--- src/rtl/cpu_bus_cycle_ctrl.sv ---
// DMA-master bus cycle sequencer for a 68030-style bus: arbitration, strobes and
// cycle termination on STERM_/DSACK_/BERR_, splitting longwords for 16-bit ports.
module cpu_bus_cycle_ctrl #(
  parameter int unsigned TIMEOUT_CYC = 64
) (
  input  logic       CLK,
  input  logic       RST,
  input  logic       DMA_REQ,
  input  logic [3:0] XFER_CNT,
  input  logic       DIR_RD,
  input  logic       BG_,
  input  logic       BGACK_IN_,
  input  logic       AS_IN_,
  input  logic [1:0] DSACK_,
  input  logic       STERM_,
  input  logic       BERR_,
  output logic       BR_,
  output logic       BGACK_,
  output logic       ADDR_OE,
  output logic       AS_,
  output logic       DS_,
  output logic       R_W,
  output logic [1:0] SIZE,
  output logic       A1,
  output logic       DATA_LATCH,
  output logic       NEXT_LW,
  output logic [3:0] REMAIN,
  output logic       DMA_DONE,
  output logic       BUS_ERR
);

  typedef enum logic [3:0] {
    S_IDLE, S_REQ, S_ADDR, S_STRB, S_WAIT, S_SETTLE, S_TERM, S_ABORT, S_REL
  } state_e;

  localparam logic [7:0] TMO_LAST = 8'(TIMEOUT_CYC - 1);

  state_e     state_q, state_d;
  logic       br_n_q, br_n_d, bgack_n_q, bgack_n_d, addr_oe_q, addr_oe_d;
  logic       as_n_q, as_n_d, ds_n_q, ds_n_d, r_w_q, r_w_d;
  logic [1:0] size_q, size_d;
  logic       a1_q, a1_d;
  logic       data_latch_q, data_latch_d, next_lw_q, next_lw_d;
  logic       dma_done_q, dma_done_d, bus_err_q, bus_err_d;
  logic [3:0] remain_q, remain_d;
  logic       dir_rd_q, dir_rd_d, half_q, half_d, narrow_q, narrow_d;
  logic [7:0] tmo_q, tmo_d;

  logic       bus_quiet, start_cycle, go_term, go_abort, go_rel, term_narrow;
  logic [3:0] rem_dec;

  assign bus_quiet = (DSACK_ == 2'b11) && STERM_;
  assign rem_dec   = (remain_q != 4'd0) ? remain_q - 4'd1 : 4'd0;

  always_comb begin
    // NOTE: every _d and helper flag gets a default before the case, so no path leaves one unassigned and no latch is inferred.
    state_d      = state_q;
    br_n_d       = br_n_q;
    bgack_n_d    = bgack_n_q;
    addr_oe_d    = addr_oe_q;
    as_n_d       = as_n_q;
    ds_n_d       = ds_n_q;
    r_w_d        = r_w_q;
    size_d       = size_q;
    a1_d         = a1_q;
    remain_d     = remain_q;
    dir_rd_d     = dir_rd_q;
    half_d       = half_q;
    narrow_d     = narrow_q;
    tmo_d        = tmo_q;
    data_latch_d = 1'b0;
    next_lw_d    = 1'b0;
    dma_done_d   = 1'b0;
    bus_err_d    = 1'b0;
    start_cycle  = 1'b0;
    go_term      = 1'b0;
    go_abort     = 1'b0;
    go_rel       = 1'b0;
    term_narrow  = 1'b0;

    unique case (state_q)
      S_IDLE: begin
        if (DMA_REQ && XFER_CNT != 4'd0) begin
          state_d  = S_REQ;
          br_n_d   = 1'b0;
          remain_d = XFER_CNT;
          dir_rd_d = DIR_RD;
          half_d   = 1'b0;
        end
      end
      S_REQ: begin
        if (!DMA_REQ) begin
          state_d = S_IDLE;
          br_n_d  = 1'b1;
        end else if (!BG_ && BGACK_IN_ && AS_IN_ && bus_quiet) begin
          br_n_d      = 1'b1;
          bgack_n_d   = 1'b0;
          start_cycle = 1'b1;
        end
      end
      S_ADDR: begin
        state_d = S_STRB;
        as_n_d  = 1'b0;
        ds_n_d  = ~dir_rd_q;
      end
      S_STRB: begin
        state_d = S_WAIT;
        ds_n_d  = 1'b0;
        tmo_d   = 8'd0;
      end
      S_WAIT: begin
        if (!BERR_) begin
          go_abort = 1'b1;
        end else if (!STERM_) begin
          go_term = 1'b1;
        end else if (DSACK_ != 2'b11) begin
          state_d  = S_SETTLE;
          narrow_d = (DSACK_ == 2'b01);
          tmo_d    = tmo_q + 8'd1;
        end else if (tmo_q >= TMO_LAST) begin
          go_abort = 1'b1;
        end else begin
          tmo_d = tmo_q + 8'd1;
        end
      end
      S_SETTLE: begin
        tmo_d = tmo_q + 8'd1;
        if (!BERR_) begin
          go_abort = 1'b1;
        end else begin
          go_term     = 1'b1;
          term_narrow = narrow_q;
        end
      end
      S_TERM: begin
        // First TERM clock of a completed longword is marked by the DATA_LATCH pulse.
        if (!half_q && data_latch_q) begin
          next_lw_d = 1'b1;
          remain_d  = rem_dec;
        end
        if (bus_quiet) begin
          if (half_q) begin
            start_cycle = 1'b1;
          end else if (remain_d == 4'd0) begin
            go_rel     = 1'b1;
            dma_done_d = 1'b1;
          end else if (!DMA_REQ) begin
            go_rel = 1'b1;
          end else begin
            start_cycle = 1'b1;
          end
        end
      end
      S_ABORT: go_rel = 1'b1;
      S_REL:   state_d = S_IDLE;
      default: state_d = S_IDLE;
    endcase

    if (start_cycle) begin
      state_d   = S_ADDR;
      addr_oe_d = 1'b1;
      r_w_d     = dir_rd_q;
      size_d    = half_q ? 2'b10 : 2'b00;
      a1_d      = half_q;
    end
    if (go_term) begin
      state_d      = S_TERM;
      as_n_d       = 1'b1;
      ds_n_d       = 1'b1;
      data_latch_d = 1'b1;
      half_d       = term_narrow & ~half_q;
    end
    if (go_abort) begin
      state_d   = S_ABORT;
      as_n_d    = 1'b1;
      ds_n_d    = 1'b1;
      bus_err_d = 1'b1;
      half_d    = 1'b0;
    end
    if (go_rel) begin
      state_d   = S_REL;
      addr_oe_d = 1'b0;
      bgack_n_d = 1'b1;
      r_w_d     = 1'b1;
      size_d    = 2'b00;
      a1_d      = 1'b0;
    end
  end

  always_ff @(posedge CLK) begin
    // NOTE: non-blocking assignments so every flop captures pre-edge values regardless of statement order.
    if (RST) begin
      state_q      <= S_IDLE;
      br_n_q       <= 1'b1;
      bgack_n_q    <= 1'b1;
      addr_oe_q    <= 1'b0;
      as_n_q       <= 1'b1;
      ds_n_q       <= 1'b1;
      r_w_q        <= 1'b1;
      size_q       <= 2'b00;
      a1_q         <= 1'b0;
      data_latch_q <= 1'b0;
      next_lw_q    <= 1'b0;
      dma_done_q   <= 1'b0;
      bus_err_q    <= 1'b0;
      remain_q     <= 4'd0;
      dir_rd_q     <= 1'b0;
      half_q       <= 1'b0;
      narrow_q     <= 1'b0;
      tmo_q        <= 8'd0;
    end else begin
      state_q      <= state_d;
      br_n_q       <= br_n_d;
      bgack_n_q    <= bgack_n_d;
      addr_oe_q    <= addr_oe_d;
      as_n_q       <= as_n_d;
      ds_n_q       <= ds_n_d;
      r_w_q        <= r_w_d;
      size_q       <= size_d;
      a1_q         <= a1_d;
      data_latch_q <= data_latch_d;
      next_lw_q    <= next_lw_d;
      dma_done_q   <= dma_done_d;
      bus_err_q    <= bus_err_d;
      remain_q     <= remain_d;
      dir_rd_q     <= dir_rd_d;
      half_q       <= half_d;
      narrow_q     <= narrow_d;
      tmo_q        <= tmo_d;
    end
  end

  assign BR_        = br_n_q;
  assign BGACK_     = bgack_n_q;
  assign ADDR_OE    = addr_oe_q;
  assign AS_        = as_n_q;
  assign DS_        = ds_n_q;
  assign R_W        = r_w_q;
  assign SIZE       = size_q;
  assign A1         = a1_q;
  assign DATA_LATCH = data_latch_q;
  assign NEXT_LW    = next_lw_q;
  assign REMAIN     = remain_q;
  assign DMA_DONE   = dma_done_q;
  assign BUS_ERR    = bus_err_q;

endmodule

--- config.mk ---
export PLATFORM = sky130hd
export DESIGN_NAME = cpu_bus_cycle_ctrl
export DESIGN_NICKNAME = d
export VERILOG_FILES = /design/src/rtl/cpu_bus_cycle_ctrl.sv
export SDC_FILE = /design/constraint.sdc
export NUM_CORES = 1
export LEC_CHECK = 0
export ABC_AREA = 1
export CORE_ASPECT_RATIO = 1.4
export CORE_UTILIZATION = 40
export CTS_CLUSTER_DIAMETER = 100
export DETAILED_ROUTE_END_ITERATION = 8
export GPL_TIMING_DRIVEN = 0
export PLACE_DENSITY_LB_ADDON = 0.15
export SYNTH_ARGS = -nofsm -noshare
export SYNTH_HDL_FRONTEND = slang
export SYNTH_SLANG_ARGS = --single-unit
--- constraint.sdc ---
create_clock -name CLK -period 2.05 [get_ports CLK]
set_clock_uncertainty 0.05 [all_clocks]
set_input_delay 0.41 -clock CLK [delete_from_list [all_inputs] [get_ports CLK]]
set_output_delay 0.41 -clock CLK [all_outputs]
set_load 0.01 [all_outputs]
==> results of run 1 <==
-- how the worst max path moves through the flow --
stage           startpoint                       to  slack, ns  depth (start not counted)
3_3_place_gp        STERM_  state_q[2]$_SDFFE_PP0P_      -0.27                          8
5_1_grt             STERM_  state_q[2]$_SDFFE_PP0P_       0.03                          8
2_1_floorplan  XFER_CNT[0]  state_q[2]$_SDFFE_PP0P_       0.47                          8
6_report            STERM_  state_q[2]$_SDFFE_PP0P_       0.16                          8
3_5_place_dp        STERM_  state_q[2]$_SDFFE_PP0P_      -0.24                          8
4_1_cts             STERM_  state_q[2]$_SDFFE_PP0P_       0.05                          8
-- routing by layer --
metal  GRT usage  vias to the layer above
met1      0.2341                      653
li1            -                      805
met3     0.05788                        5
met4     0.07692                        0
met5           0                        -
met2      0.3320                       33
-- per-stage QoR --
stage	util	hold WS [ns]	instances	worst slack, ns	total power (W)
after floorplan	-	0.4013	224	0.4650	0.0007309
after global placement	0.5133	0.3934	295	-0.2729	0.0008096
after detailed placement	0.5133	0.3938	295	-0.2448	0.0008089
after CTS	0.5381	0.4087	303	0.04641	0.001303
after global routing	0.5412	0.4250	303	0.03453	0.001346
final	0.5412	0.4044	303	0.1577	0.001282
-- what timing repair did --
action,4_1_cts,5_1_grt
endpoints found under the hold margin,0,0
hold buffers,0,0
endpoints found under the setup margin,0,7
resized for setup,0,2
-- cell type report --
cell class	count	area, um^2	share of cell area
clock buffers	7	86.33	0.04340
inverters	32	120.1	0.06038
repair buffers	29	290.3	0.1459
plain buffers	3	18.77	0.009434
flip-flops and latches	30	600.6	0.3019
multi-input cells	159	815.8	0.4101
clock inverters	1	5.005	0.002516
well taps	42	52.55	0.02642
-- cell usage after synthesis (all sizes together) (2+ instances only) --
cell type	count
a21oi	12
inv	32
nand4	3
or2	4
a31oi	4
o21ai	13
buf	2
nand3	13
a211oi	3
nand2	45
nor2	42
nor3	6
dfxtp	30
-- power groups by stage --
stage                     registers [W]  clock network [W]  logic (W)
after global placement         0.000634                  0   0.000176
after global routing           0.000623           0.000523   0.000200
after detailed placement       0.000633                  0   0.000175
after floorplan                0.000634                  0  0.0000968
final                          0.000621           0.000484   0.000178
after CTS                      0.000621           0.000506   0.000177
-- worst max-delay path, stage by stage --
cell and delay, ns:
clkdlybuf4s50_1 0.55, nand3_1 0.21, nor4b_2 0.31, nand2_1 0.16, nand4_1 0.20, nor2_1 0.06, nor2_1 0.08, nor2_1 0.04
-- logic make-up (layout without fill, tap and decap cells) --
group	count (synthesis)	count (layout)	share of synthesized area
AOI/OAI and AO/OA	38	38	0.1515
xor gates and xnor gates	2	2	0.01135
adders and majority gates	1	1	0.008102
buffers and inverters	35	72	0.08995
DFF	30	30	0.3890
other	1	1	0.002429
and+or+nand+nor	117	117	0.3477
==> results.json, run 1 <==
{
  "run_status": "finished, final reports clean",
  "highest_layer": "met4",
  "grt_max_degree": 10,
  "die_x_um": 54.51,
  "reg2reg_slack_ns": 0.23,
  "rows": 26,
  "p_seq_frac": 0.484,
  "cts_made_buffers": 5,
  "wl_per_cell_um": 11.74,
  "fmax_mhz": 528.5,
  "remaining_drc_errors": 0,
  "netlist_area_um2": 1544,
  "combPwrFrac": 0.139,
  "grt_antenna_before_repair": 0,
  "min_to": "AS_$_SDFFE_PP1P_",
  "synth_top_cell_area_share": 0.3890,
  "synth_edf_count": 0,
  "dr.pass1.iters": 4,
  "synth_seq_cells": 30,
  "grt_pass1_vias": 1335,
  "hold_viol_final": 0,
  "gp_congestion": 0.9262,
  "layout_min_cycle_time_ns": 1.892,
  "synth.avg_cell_area_um2": 6.893,
  "required_ns": 2.18,
  "layout-drive-gt1-share": 0.1341,
  "worstReg2RegEnd": "SIZE[1]$_SDFFE_PP0P_",
  "rr_worst_depth": 13,
  "ys_seq_area_frac": 0.3890,
  "clock_latency_ns": 0.28,
  "yosysTopAreaCell": "dfxtp_1",
  "grt_pass1_wl_mm": 5.775,
  "hp-class": "reg2reg",
  "die-area_um2": 4116,
  "nets": 276,
  "power.switching_w": 0.0003325,
  "final_cell_mix": "nand2_1, nor2_1, dfxtp_1",
  "wirelength_mm": 3.557,
  "end_kind": "flip-flop",
  "whs_path_depth": 2,
  "crit_type": "in2reg",
  "min_from": "AS_$_SDFFE_PP1P_",
  "met1Wirelength_mm": 1.557,
  "clkSinkCount": 30,
  "largest_reg_flops": 8,
  "postRouteAntennaNets": 0,
  "synth_flop_cell": "dfxtp_1",
  "num_vias": 1496,
  "die_h_um": 75.51,
  "grt-ovfl-total": 0,
  "route.met3.wl_um": 155,
  "via_per_inst": 4.937,
  "clk_pin_slew_ns": 0.06,
  "critical_path_arrival_ns": 2.02,
  "final.period_utilization": 0.9231,
  "r2r-start": "state_q[2]$_SDFFE_PP0P_",
  "cts_max_level": 2,
  "n_antenna_cell": 0,
  "postCtsSetupRepairBufs": 0,
  "port-buffer-count": 29,
  "root_buffer": "clkbuf_8",
  "final_area_um2": 1989,
  "start_util": 0.4200,
  "p_leak_nw": 0.8540,
  "synth_cells": 224,
  "fin_tns_setup_ns": 0,
  "grt_use_total": 0.1985,
  "power_density_nw_per_um2": 644.5,
  "drt_iter0_markers": 45,
  "ys_top_cells_by_area": "dfxtp_1, nand2_1, nor2_1, inv_1, a21oi_1",
  "rsz0062_at_grt": "false",
  "synth_cell_types": 38,
  "ir_drop_v": 0.0003906,
  "core_um2": 3676,
  "async_reset_ff_frac": 0,
  "p_clk_frac": 0.377,
  "area_growth_pct": 28.85,
  "clockBufferDepth": 2,
  "syn_nets": 240,
  "p_sw_frac": 0.2593,
  "nFillCells": 373,
  "largest_register": "tmo_q",
  "num_io_pins": 32,
  "cp-start-kind": "input pin",
  "yosys_warnings": 0,
  "layout_commonest_cell": "nand2_1",
  "slew_viol_final": 0,
  "internal_power_w": 0.0009497,
  "dp_hpwl_mm": 2.768,
  "drv_cap": 0,
  "cts_tree": "built",
  "worstPathMaxFanout": 5,
  "finalSetupViolations": 0,
  "met2_length_mm": 1.796,
  "placed_area_um2": 1887
}
(Power assumes the default switching activity.)
==> run 2: changes to the inputs <==
--- a/config.mk
+++ b/config.mk
@@ -12,6 +12,7 @@
 export DETAILED_ROUTE_END_ITERATION = 8
 export GPL_TIMING_DRIVEN = 0
 export PLACE_DENSITY_LB_ADDON = 0.15
+export SETUP_SLACK_MARGIN = 0.15
 export SYNTH_ARGS = -nofsm -noshare
 export SYNTH_HDL_FRONTEND = slang
 export SYNTH_SLANG_ARGS = --single-unit
==> constraint.sdc (replaced) <==
create_clock -name CLK -period 1.6 [get_ports CLK]
set_clock_uncertainty 0.05 [all_clocks]
set_input_delay 0.32 -clock CLK [delete_from_list [all_inputs] [get_ports CLK]]
set_output_delay 0.32 -clock CLK [all_outputs]
set_load 0.01 [all_outputs]
==> results.json, run 2 (synthesis results as in run 1) <==
{
  "worstPathMaxFanout": 4,
  "layout_commonest_cell": "nand2_1",
  "cp_slowest_cell": "dfxtp_4",
  "cts_made_buffers": 5,
  "rows": 26,
  "clk_pin_slew_ns": 0.06,
  "rsz0062_at_grt": "true",
  "core_um2": 3676,
  "fin_ws_ns": -0.1160,
  "critical_path_arrival_ns": 1.85,
  "grt_antenna_before_repair": 0,
  "grt_pass1_vias": 1488,
  "run_status": "complete, but fails checks",
  "cp_common_cell": "nand2_2",
  "dr.pass1.iters": 4,
  "wl_per_cell_um": 13.46,
  "num_io_pins": 32,
  "power_density_nw_per_um2": 715.6,
  "reg2reg_slack_ns": -0.12,
  "via_per_inst": 5.096,
  "postRouteAntennaNets": 0,
  "final.period_utilization": 1.073,
  "grt_pass1_wl_mm": 6.361,
  "violations": "negative setup slack",
  "crit_type": "reg2reg",
  "layout-drive-gt1-share": 0.4021,
  "drv_cap": 0,
  "largest_reg_flops": 8,
  "crit_path_cell_trace": "ha_4, nand2_4, nor2_2, nand2_2, nand2_2, nand3_2, nand2_2, o21ai_4, inv_2, or2_0, nor2_1, nor2_1",
  "fmax_mhz": 582.7,
  "area_growth_pct": 55.83,
  "required_ns": 1.73,
  "largest_register": "tmo_q",
  "dp_hpwl_mm": 2.766,
  "slowest_delay_ns": 0.36,
  "grt_max_degree": 10,
  "finalSetupViolations": 9,
  "port-buffer-count": 29,
  "hold_viol_final": 0,
  "slew_viol_final": 0,
  "p_leak_nw": 1.079,
  "end_kind": "flip-flop",
  "grt_use_total": 0.2168,
  "remaining_drc_errors": 0,
  "design_power_total_w": 0.001722,
  "clkSinkCount": 30,
  "wirelength_mm": 4.347,
  "hp-class": "in2reg",
  "nets": 296,
  "instances_no_fill": 323,
  "final_cell_mix": "nand2_1, nor2_1, dfxtp_1, buf_4, dlygate4sd2_1",
  "num_vias": 1646,
  "dp_worst_setup_slack_ns": -0.6809,
  "n_antenna_cell": 0,
  "die-area_um2": 4116,
  "die_h_um": 75.51,
  "cp-start-kind": "flip-flop",
  "ir_drop_v": 0.0005133,
  "layout_min_cycle_time_ns": 1.716,
  "root_buffer": "clkbuf_8",
  "whs_ns": 0.3020,
  "clock_latency_ns": 0.28,
  "start_util": 0.4200,
  "grt-ovfl-total": 0,
  "cts_max_level": 2,
  "clockBufferDepth": 2,
  "gp_congestion": 0.8944,
  "cts_tree": "built",
  "dp.cells": 295,
  "die_x_um": 54.51,
  "drt_iter0_markers": 47
}
run 2: what timing repair did:
| item | in CTS | in global routing |
|---|---|---|
| hold buffers | 0 | 0 |
| endpoints found under the hold margin | 0 | 0 |
| pin swaps | 11 | 28 |
| resized for setup | 51 | 60 |
| setup buffers | 11 | 9 |
| endpoints found under the setup margin | 41 | 26 |
run 2: path summary, 6_finish.rpt:
path / startpoint / endpoint / depth (start not counted)
worst max register to register: tmo_q[0]$_SDFFE_PP0P_ / state_q[2]$_SDFFE_PP0P_ / 12
worst min register to register: AS_$_SDFFE_PP1P_ / AS_$_SDFFE_PP1P_ / 2
worst min-delay path: XFER_CNT[3] / REMAIN[3]$_SDFFE_PP0P_ / 3
worst max-delay path: tmo_q[0]$_SDFFE_PP0P_ / state_q[2]$_SDFFE_PP0P_ / 12
run 2: metrics by stage:
step	util	setup TNS [ns]	area, um^2
4_1_cts	0.5912	-0.3273	2173
2_1_floorplan	-	0	1563
5_1_grt	0.6545	-1.614	2406
3_5_place_dp	0.5184	-8.858	1906
3_3_place_gp	0.5184	-8.882	1906
6_report	0.6545	-0.3712	2406
run 2: worst max-delay path: cells and delay by family (launching register included):
kind / cells / cell delay [ns]
simple gates: 9 / 0.78
flops: 1 / 0.36
compound gates: 1 / 0.20
fa+ha+maj: 1 / 0.17
buf+inv: 1 / 0.06
run 2: cell type report:
cell class,instances,area [um^2]
Fill cell,328,1270
Multi-Input combinational cell,159,1032
Sequential cell,30,630.6
Timing Repair Buffer,49,442.9
Inverter,32,137.6
Clock buffer,7,86.33
Tap cell,42,52.55
Buffer,3,18.77
Clock inverter,1,5.005
run 2: where the power goes:
| part | switching, W | internal [W] |
|---|---|---|
| Clock | 0.000287 | 0.000346 |
| Combinational | 0.000168 | 0.000125 |
| Sequential | 0.0000313 | 0.000764 |
| Total | 0.000486 | 0.00124 |
run 2: routing by layer:
layer | up-vias | wire, um | global-route usage
met5 | - | 0 | 0
met4 | 0 | 117 | 0.1168
met2 | 44 | 2270 | 0.3713
li1 | 840 | - | -
met1 | 752 | 1773 | 0.2430
met3 | 10 | 185 | 0.04790
==> run 3: changes to the inputs <==
--- a/config.mk
+++ b/config.mk
@@ -7,6 +7,7 @@
 export LEC_CHECK = 0
 export ABC_AREA = 1
 export CORE_ASPECT_RATIO = 1.4
+export CORE_MARGIN = 10
 export CORE_UTILIZATION = 40
 export CTS_CLUSTER_DIAMETER = 100
 export DETAILED_ROUTE_END_ITERATION = 8
==> results.json, run 3 (synthesis results as in run 1) <==
{
  "busiest_layer": "met2",
  "dr.pass1.iters": 4,
  "nets": 309,
  "cp_num_buf_inv": 2,
  "path_delay_family": "simple AND/OR/NAND/NOR gates",
  "internal_power_w": 0.001258,
  "hp-class": "reg2reg",
  "num_vias": 1734,
  "cp_common_cell": "nor2_1",
  "core_um2": 3676,
  "p_sw_frac": 0.2855,
  "largest_register": "tmo_q",
  "wl_per_cell_um": 14.37,
  "postRouteAntennaNets": 0,
  "crit_path_start": "state_q[2]$_SDFFE_PP0P_",
  "grt_max_degree": 10,
  "cts_max_level": 2,
  "critical_path_arrival_ns": 1.83,
  "p_seq_frac": 0.454,
  "path_depth": 12,
  "run_status": "complete, but fails checks",
  "finalSetupViolations": 10,
  "die_x_um": 72.51,
  "area_growth_pct": 64.02,
  "crit_path_cell_trace": "inv_4, nor2_4, buf_6, nand2_4, nor2_4, nand3_2, nand2_2, o21ai_4, nand4_1, nor2_1, nor2_1, nor2_1",
  "largest_reg_flops": 8,
  "min_to": "BGACK_$_SDFFE_PP1P_",
  "min_from": "BGACK_$_SDFFE_PP1P_",
  "slowest_delay_ns": 0.37,
  "tightest_slew_ns": 0.5099,
  "worstPathMaxFanout": 5,
  "end_kind": "flip-flop",
  "die-area_um2": 6780,
  "num_io_pins": 32,
  "port-buffer-count": 29,
  "clkSinkCount": 30,
  "layout_min_cycle_time_ns": 1.694,
  "remaining_drc_errors": 0,
  "dp_hpwl_mm": 3.107,
  "use_met1": 0.1503,
  "placed_area_um2": 1906,
  "layout-drive-gt1-share": 0.4286,
  "clockBufferDepth": 2,
  "use_met2": 0.2463,
  "max_slew_margin": 0.6600,
  "rows": 26,
  "cp_slowest_cell": "dfxtp_4",
  "final_area_um2": 2532,
  "die_h_um": 93.51,
  "power.switching_w": 0.0005028,
  "whs_path_depth": 2,
  "via_per_inst": 5.161,
  "final_cell_mix": "nand2_1, buf_4, nor2_1",
  "clock_latency_ns": 0.28,
  "n_antenna_cell": 0,
  "rr_worst_depth": 12,
  "instances_no_fill": 336,
  "crit_type": "reg2reg",
  "final.period_utilization": 1.059,
  "cp-start-kind": "flip-flop",
  "fmax_mhz": 590.2,
  "drt_iter0_markers": 68,
  "clk_pin_slew_ns": 0.07,
  "start_util": 0.4200,
  "required_ns": 1.73,
  "fin_ws_ns": -0.09430,
  "cts_made_buffers": 5,
  "root_buffer": "clkbuf_8",
  "wirelength_mm": 4.827,
  "grt_use_total": 0.1392,
  "p_clk_frac": 0.360,
  "grt_pass1_wl_mm": 7.728,
  "gp_congestion": 0.9079,
  "violations": "negative setup slack",
  "rsz0062_at_grt": "true",
  "worstReg2RegEnd": "state_q[2]$_SDFFE_PP0P_",
  "cts_tree": "built",
  "reg2reg_slack_ns": -0.09,
  "grt_pass1_vias": 1752,
  "ir_drop_v": 0.0005307,
  "p_leak_nw": 1.117,
  "power_density_nw_per_um2": 695.3,
  "cts_hold_buf": 0,
  "slew_viol_final": 0,
  "grt_antenna_before_repair": 0,
  "use_met3": 0.03810,
  "combPwrFrac": 0.187,
  "r2r-start": "state_q[2]$_SDFFE_PP0P_",
  "layout_commonest_cell": "nand2_1",
  "nFillCells": 300,
  "drv_cap": 0,
  "grt-ovfl-total": 0,
  "dp.cells": 295,
  "hold_viol_final": 0
}
run 3: stage by stage:
step	setup slack, ns	hold WS [ns]	power, W	setup TNS [ns]	utilization
floorplan	0.06527	0.4011	0.0009386	0	-
global placement	-0.6696	0.3934	0.001042	-8.829	0.5184
detailed placement	-0.6603	0.3967	0.001043	-8.729	0.5184
CTS	-0.06991	0.3970	0.001703	-0.2104	0.6239
global route	-0.2269	0.4428	0.001846	-1.786	0.6889
finish	-0.09430	0.4031	0.001761	-0.2951	0.6889
run 3: power groups by stage:
stage	combinational (W)	sequential, W	clock [W]
after floorplan	0.000125	0.000814	0
after global placement	0.000228	0.000814	0
after detailed placement	0.000229	0.000814	0
after CTS	0.000260	0.000797	0.000646
after global routing	0.000363	0.000802	0.000681
final	0.000329	0.000799	0.000633
run 3: tightest hold or removal path: stages, from the launching register on:
cell     delay, ns
dfxtp_1       0.31
nand2_1       0.06
nand2_1       0.04
run 3: final cells by class:
type / instances / area, um^2 / area share
inverter: 32 / 135.1 / 0.05336
multi-input combinational: 159 / 1055 / 0.4165
clock buffer: 7 / 86.33 / 0.03409
clock inverter: 1 / 5.005 / 0.001976
buffer: 3 / 18.77 / 0.007411
tap: 42 / 52.55 / 0.02075
sequential: 30 / 626.9 / 0.2475
timing repair buffer: 62 / 553.0 / 0.2184
run 3: routing by layer:
| layer | vias up | wire length, um |
|---|---|---|
| li1 | 862 | - |
| met1 | 818 | 1931 |
| met2 | 46 | 2588 |
| met3 | 8 | 232 |
| met4 | 0 | 75 |
| met5 | - | 0 |
run 3: worst max path at each step:
stage	endpoint	slack (ns)
after floorplan	state_q[2]$_SDFFE_PP0P_	0.07
after global placement	state_q[2]$_SDFFE_PP0P_	-0.67
after detailed placement	state_q[2]$_SDFFE_PP0P_	-0.66
after CTS	state_q[0]$_SDFFE_PP0P_	-0.07
after global routing	state_q[0]$_SDFFE_PP0P_	-0.23
final	state_q[2]$_SDFFE_PP0P_	-0.09
run 3: repair_timing:
action	4_1_cts	5_1_grt
gates resized for setup	65	55
cloned	0	0
setup endpoints to repair	41	27
pin swaps	22	27
setup buffers	21	12
endpoints found under the hold margin	0	0
